[src/rtl/q_value_updater.sv]
// Q-learning table updater: a 2**STATE_W x 4 table of signed Q8.8 values updated
// through a FETCH/TARGET/UPDATE/WRITE pipeline. Optional macro: QUPD_TERMINAL_EN.
module q_value_updater #(
    parameter int STATE_W = 4,
    parameter int Q_W     = 16,
    parameter int FRAC_W  = 8
) (
    input  logic                 clk,
    input  logic                 rst_n,
    input  logic                 upd_valid,
    output logic                 upd_ready,
    input  logic [STATE_W-1:0]   cur_state,
    input  logic [STATE_W-1:0]   next_state,
    input  logic [3:0]           action,
    input  logic [Q_W-1:0]       reward,
    input  logic [Q_W-1:0]       alpha,
    input  logic [Q_W-1:0]       gamma,
`ifdef QUPD_TERMINAL_EN
    input  logic                 terminal,
`endif
    output logic                 upd_done,
    output logic                 upd_err,
    input  logic [STATE_W-1:0]   rd_state,
    output logic [4*Q_W-1:0]     q_values
);

    localparam int N_ROWS = 1 << STATE_W;
    // Wide enough for a Q_W x (Q_W+1) product plus one carry bit.
    localparam int S_W    = 2*Q_W + 2;

    typedef enum logic [2:0] {
        S_IDLE   = 3'd0,
        S_FETCH  = 3'd1,
        S_TARGET = 3'd2,
        S_UPDATE = 3'd3,
        S_WRITE  = 3'd4
    } state_t;

    state_t                    r_state;
    state_t                    w_state_next;

    logic [STATE_W-1:0]        r_cur;
    logic [STATE_W-1:0]        r_nxt;
    logic [1:0]                r_slot;
    logic [Q_W-1:0]            r_reward;
    logic [Q_W-1:0]            r_alpha;
    logic [Q_W-1:0]            r_gamma;
`ifdef QUPD_TERMINAL_EN
    logic                      r_terminal;
`endif
    logic signed [Q_W-1:0]     r_q_old;
    logic signed [Q_W-1:0]     r_maxq;
    logic signed [Q_W-1:0]     r_target;
    logic signed [Q_W-1:0]     r_q_new;
    logic                      r_done;
    logic                      r_err;
    logic [4*Q_W-1:0]          r_q_values;

    logic [Q_W-1:0]            w_table [N_ROWS][4];
    logic                      w_accept;
    logic                      w_onehot;
    logic [1:0]                w_slot;
    logic signed [Q_W-1:0]     w_q_old;
    logic signed [Q_W-1:0]     w_maxq;
    logic signed [S_W-1:0]     w_disc_prod;
    logic signed [S_W-1:0]     w_disc;
    logic signed [S_W-1:0]     w_disc_eff;
    logic signed [S_W-1:0]     w_target_sum;
    logic signed [Q_W-1:0]     w_diff;
    logic signed [S_W-1:0]     w_step_prod;
    logic signed [S_W-1:0]     w_step;
    logic signed [S_W-1:0]     w_new_sum;

    function automatic logic signed [S_W-1:0] sext(input logic signed [Q_W-1:0] v);
        return {{(S_W-Q_W){v[Q_W-1]}}, v};
    endfunction

    function automatic logic signed [S_W-1:0] zext(input logic [Q_W-1:0] v);
        return {{(S_W-Q_W){1'b0}}, v};
    endfunction

    // Clamp to the signed Q_W range; in range when all bits above the sign agree.
    function automatic logic signed [Q_W-1:0] sat(input logic signed [S_W-1:0] v);
        if (v[S_W-1:Q_W-1] == {(S_W-Q_W+1){v[S_W-1]}}) begin
            return v[Q_W-1:0];
        end else if (v[S_W-1]) begin
            return {1'b1, {(Q_W-1){1'b0}}};
        end else begin
            return {1'b0, {(Q_W-1){1'b1}}};
        end
    endfunction

    assign upd_ready = (r_state == S_IDLE);
    assign w_accept  = upd_valid && upd_ready;
    assign w_onehot  = (action != 4'd0) && ((action & (action - 4'd1)) == 4'd0);
    assign upd_done  = r_done;
    assign upd_err   = r_err;
    assign q_values  = r_q_values;

    always_comb begin
        w_slot = 2'd0;
        for (int i = 0; i < 4; i++) begin
            if (action[i]) begin
                w_slot = 2'(i);
            end
        end
    end

    always_comb begin
        w_state_next = r_state;
        case (r_state)
            S_IDLE:   if (w_accept && w_onehot) w_state_next = S_FETCH;
            S_FETCH:  w_state_next = S_TARGET;
            S_TARGET: w_state_next = S_UPDATE;
            S_UPDATE: w_state_next = S_WRITE;
            S_WRITE:  w_state_next = S_IDLE;
            default:  w_state_next = S_IDLE;
        endcase
    end

    // One register per table entry so that reset can clear the whole table.
    genvar gi, gj;
    generate
        for (gi = 0; gi < N_ROWS; gi++) begin : g_row
            for (gj = 0; gj < 4; gj++) begin : g_slot
                logic [Q_W-1:0] r_entry;
                logic           w_we;
                assign w_we = (r_state == S_WRITE) && (r_cur == STATE_W'(gi)) && (r_slot == 2'(gj));
                always_ff @(posedge clk) begin
                    if (!rst_n) begin
                        r_entry <= '0;
                    end else if (w_we) begin
                        r_entry <= r_q_new;
                    end
                end
                assign w_table[gi][gj] = r_entry;
            end
        end
    endgenerate

    always_comb begin
        w_q_old = w_table[r_cur][r_slot];
        w_maxq  = w_table[r_nxt][0];
        for (int i = 1; i < 4; i++) begin
            if ($signed(w_table[r_nxt][i]) > w_maxq) begin
                w_maxq = w_table[r_nxt][i];
            end
        end
    end

    assign w_disc_prod = zext(r_gamma) * sext(r_maxq);
    assign w_disc      = w_disc_prod >>> FRAC_W;
`ifdef QUPD_TERMINAL_EN
    assign w_disc_eff  = r_terminal ? {S_W{1'b0}} : w_disc;
`else
    assign w_disc_eff  = w_disc;
`endif
    assign w_target_sum = sext(r_reward) + w_disc_eff;

    assign w_diff      = sat(sext(r_target) - sext(r_q_old));
    assign w_step_prod = zext(r_alpha) * sext(w_diff);
    assign w_step      = w_step_prod >>> FRAC_W;
    assign w_new_sum   = sext(r_q_old) + w_step;

    always_ff @(posedge clk) begin
        if (!rst_n) begin
            r_state    <= S_IDLE;
            r_cur      <= '0;
            r_nxt      <= '0;
            r_slot     <= '0;
            r_reward   <= '0;
            r_alpha    <= '0;
            r_gamma    <= '0;
`ifdef QUPD_TERMINAL_EN
            r_terminal <= 1'b0;
`endif
            r_q_old    <= '0;
            r_maxq     <= '0;
            r_target   <= '0;
            r_q_new    <= '0;
            r_done     <= 1'b0;
            r_err      <= 1'b0;
            r_q_values <= '0;
        end else begin
            r_state    <= w_state_next;
            r_done     <= (r_state == S_UPDATE);
            r_err      <= w_accept && !w_onehot;
            // Registered read; a same-edge write is not yet visible here.
            r_q_values <= {w_table[rd_state][3], w_table[rd_state][2],
                           w_table[rd_state][1], w_table[rd_state][0]};
            if (w_accept) begin
                r_cur      <= cur_state;
                r_nxt      <= next_state;
                r_slot     <= w_slot;
                r_reward   <= reward;
                r_alpha    <= alpha;
                r_gamma    <= gamma;
`ifdef QUPD_TERMINAL_EN
                r_terminal <= terminal;
`endif
            end
            case (r_state)
                S_FETCH: begin
                    r_q_old <= w_q_old;
                    r_maxq  <= w_maxq;
                end
                S_TARGET: r_target <= sat(w_target_sum);
                S_UPDATE: r_q_new  <= sat(w_new_sum);
                default: ;
            endcase
        end
    end

endmodule

[config.mk]
export PLATFORM = sky130hd
export DESIGN_NAME = q_value_updater
export DESIGN_NICKNAME = d
export VERILOG_FILES = /design/src/rtl/q_value_updater.sv
export SDC_FILE = /design/constraint.sdc
export NUM_CORES = 2
export LEC_CHECK = 0
export ABC_AREA = 0
export CAP_MARGIN = 20
export CORE_MARGIN = 4
export CORE_UTILIZATION = 37
export CTS_CLUSTER_SIZE = 12
export DETAILED_ROUTE_END_ITERATION = 7
export SLEW_MARGIN = 20
export SYNTH_ARGS = -nofsm -noshare
export SYNTH_HDL_FRONTEND = slang
export SYNTH_SLANG_ARGS = --single-unit
[constraint.sdc]
create_clock -name clk -period 26.1 [get_ports clk]
set_input_delay 5.22 -clock clk [delete_from_list [all_inputs] [get_ports clk]]
set_output_delay 5.22 -clock clk [all_outputs]
set_load 0.005 [all_outputs]
==> flow_summary.yaml <==
outcome:
  outcome: "finished, final reports clean"
clock_network:
  clockBufferDepth: 3
  insertion_delay_ns: 0.83
  ctsRootBufferMaster: "clkbuf_16"
  postCtsResizedCells: 0
  clk_pin_slew_ns: 0.06
  clock-sinks: 1215
  numCtsBuffers: 145
  holdBufCountCts: 0
  tritoncts: "yes"
  cts_setup_buffers: 0
  h-tree-depth: 4
synth:
  synthCells: 9166
  synth_area_leader_cell: "dfxtp_1"
  synth.area.top_cells: "dfxtp_1 (27%), mux4_2 (25%), nand2_1 (11%)"
  yosysWarnings: 0
  yosysSeqAreaShare_pct: 27.20
  synth_edf_count: 0
  syn-num-nets: 9978
  async_reset_ff_share_pct: 0
  yosysUniqueCellTypes: 81
  synth_flop_cell: "dfxtp_1"
  netlist_area_um2: 89430
  avgSynthCellArea_um2: 9.757
  yosysTopAreaCellShare_pct: 27.20
  synth-seq-cells: 1215
global_route:
  grt_pass1_vias: 71490
  use_met1_pct: 31.97
  grt_max_degree: 215
  grt.busiest_layer: "met2"
  met2_usage_pct: 39.27
  grt_use_met3_pct: 6.109
  antenna_found_initial: 16
  grt_usage_pct: 24.96
  grt_pass1_wl_mm: 469.3
  gr-total-overflow: 0
route:
  wire_per_inst_um: 25.96
  dr_total_vias: 71890
  initialDrtViolationCount: 8095
  ant_nets: 0
  via_per_inst: 5.887
  drt_wl_total_mm: 317.1
  drtPass1Iterations: 6
  drcViolationCount: 0
layout:
  final_cell_mix: "nand2_1 (2561), dfxtp_1 (1190), a21boi_0 (1101)"
  nets: 9709
  area_growth_syn_to_layout_pct: 10.43
  drive_gt1_share_pct: 16.52
  fin_cells: 12210
  final_common_cell: "nand2_1"
  design_area_um2: 98750
  post-route-util_pct: 41.06
place:
  dp.cells: 11930
  placed_cell_area_um2: 93530
  portBuffers: 133
  pre_cts_ws_ns: 11.19
  gp_congestion: 0.9196
  dpl.hpwl_mm: 197.7
worst_setup_path:
  r2r-start: "r_q_old[1]"
  crit_start: "r_q_old[1]"
  startpoint_type: "register"
  crit_slowest_cell: "o31ai_1"
  rrSetupSlack_ns: 11.12
  max_stage_delay_ns: 0.79
  reg2reg_depth: 48
  timing.rr.end: "r_q_new[1]"
  critical_path_required_ns: 26.77
  crit_path_end_kind: "register"
  critPathMaxFanout: 18
  critical_path_class: "register to register"
  arrival_ns: 15.65
timing:
  timing.fmax_mhz: 66.74
  tightest_slew_ns: 1.232
  skew_ns: 0.06221
  fin_setup_tns_ns: 0
  fin_ws_ns: 11.12
  maxSlewHeadroom_pct: 17.65
  fin_hold_ws_ns: 0.4848
  finalCritPeriodShare_pct: 57.41
  finalHoldViolations: 0
  grt_setup_unrepaired: "false"
  setup_violations: 0
  slew_violations: 0
  fin_crit_ns: 14.98
floorplanning:
  num_rows: 180
  start_util_pct: 37.18
  die_height_um: 499.6
  io-pin-count: 134
  design.die.area_um2: 249600
  die_x_um: 499.6
  coreArea_um2: 240500
flow_run:
  drv_cap: 0
hold_path:
  hold_start: "g_row[14].g_slot[3].r_entry[4]"
  min_path_cells: 2
  hold_end: "g_row[14].g_slot[3].r_entry[4]"
  hp-class: "register to register"
power:
  p_leak_nw: 34.63
  power_mw: 8.184
  powerDensity_nw_per_um2: 82.88
  peakVddDrop_uv: 196.7
## registers in the layout (all words and copies together), names as in the netlist, 4 cells and up
register,flops
r_target,16
g_row.g_slot.r_entry,1024
r_alpha,16
r_nxt,4
r_maxq,16
r_cur,4
r_gamma,16
q_values,64
r_reward,16
r_q_new,16
r_q_old,16
## worst max-delay path, delay by kind of cell, from the launching register on
kind            cells  cell delay (ns)
compound gates     19             6.42
xor+xnor            1             0.09
fa+ha+maj          10             4.68
buf+inv             7             0.61
flops               1             0.45
mux                 1             0.34
simple gates       10             2.28
## synthesized netlist by cell type, types with 16 or more instances
| master | instances |
|---|---|
| nand2_1 | 2573 |
| dfxtp_1 | 1215 |
| a21boi_0 | 1101 |
| mux4_2 | 975 |
| clkbuf_1 | 618 |
| inv_1 | 568 |
| fa_1 | 389 |
| ha_1 | 356 |
| and2_1 | 272 |
| nor2_1 | 189 |
| buf_1 | 97 |
| a21oi_1 | 91 |
| o21ai_0 | 78 |
| nor2b_1 | 60 |
| xnor2_1 | 59 |
| nor3_1 | 56 |
| a21o_1 | 48 |
| a211oi_1 | 40 |
| nand2b_1 | 37 |
| xor2_1 | 36 |
| o21a_1 | 33 |
| nand3_1 | 30 |
| mux2i_1 | 22 |
| nand4_1 | 21 |
| mux2_2 | 17 |
| and3_1 | 16 |
## area by class of cell
class / instances / area [um^2]
flip-flops and latches: 1215 / 24370
well taps: 3185 / 3985
fillers: 23080 / 141800
clock buffers: 218 / 4305
repair buffers: 306 / 2801
inverters: 568 / 2132
multi-input cells: 6661 / 60340
clock inverters: 48 / 782.0
diodes: 11 / 27.53
## report_power, final
| part | internal [mW] | switching [mW] |
|---|---|---|
| clock | 1.26 | 0.907 |
| sequential | 1.87 | 0.0605 |
| combinational | 1.57 | 2.52 |
| total | 4.70 | 3.49 |
## worst max-delay path by stage
| stage | end | slack (ns) | cells after the start |
|---|---|---|---|
| after CTS | r_q_new[1] | 11.11 | 49 |
| after global routing | r_q_new[1] | 9.93 | 49 |
| final | r_q_new[1] | 11.12 | 48 |
| after detailed placement | r_q_new[1] | 11.19 | 49 |
| after global placement | r_q_new[1] | 11.57 | 49 |
| after floorplan | r_q_new[10] | 13.78 | 52 |
## metal layers
layer / up-vias / part of all wire, %
li1: 31180 / -
met3: 988 / 10
met5: - / 0.019
met2: 3886 / 45
met4: 8 / 6.0
met1: 35830 / 38
## cell families after synthesis
group | after synthesis | synth area share (%)
DFF | 1215 | 27.20
adders and majority gates | 745 | 13.69
buffers and inverters | 1290 | 5.437
and+or+nand+nor | 3301 | 15.34
xor gates and xnor gates | 95 | 0.9304
AOI/OAI and AO/OA | 1506 | 12.39
muxes | 1014 | 25.01
Power figures use the tool's default switching activity.
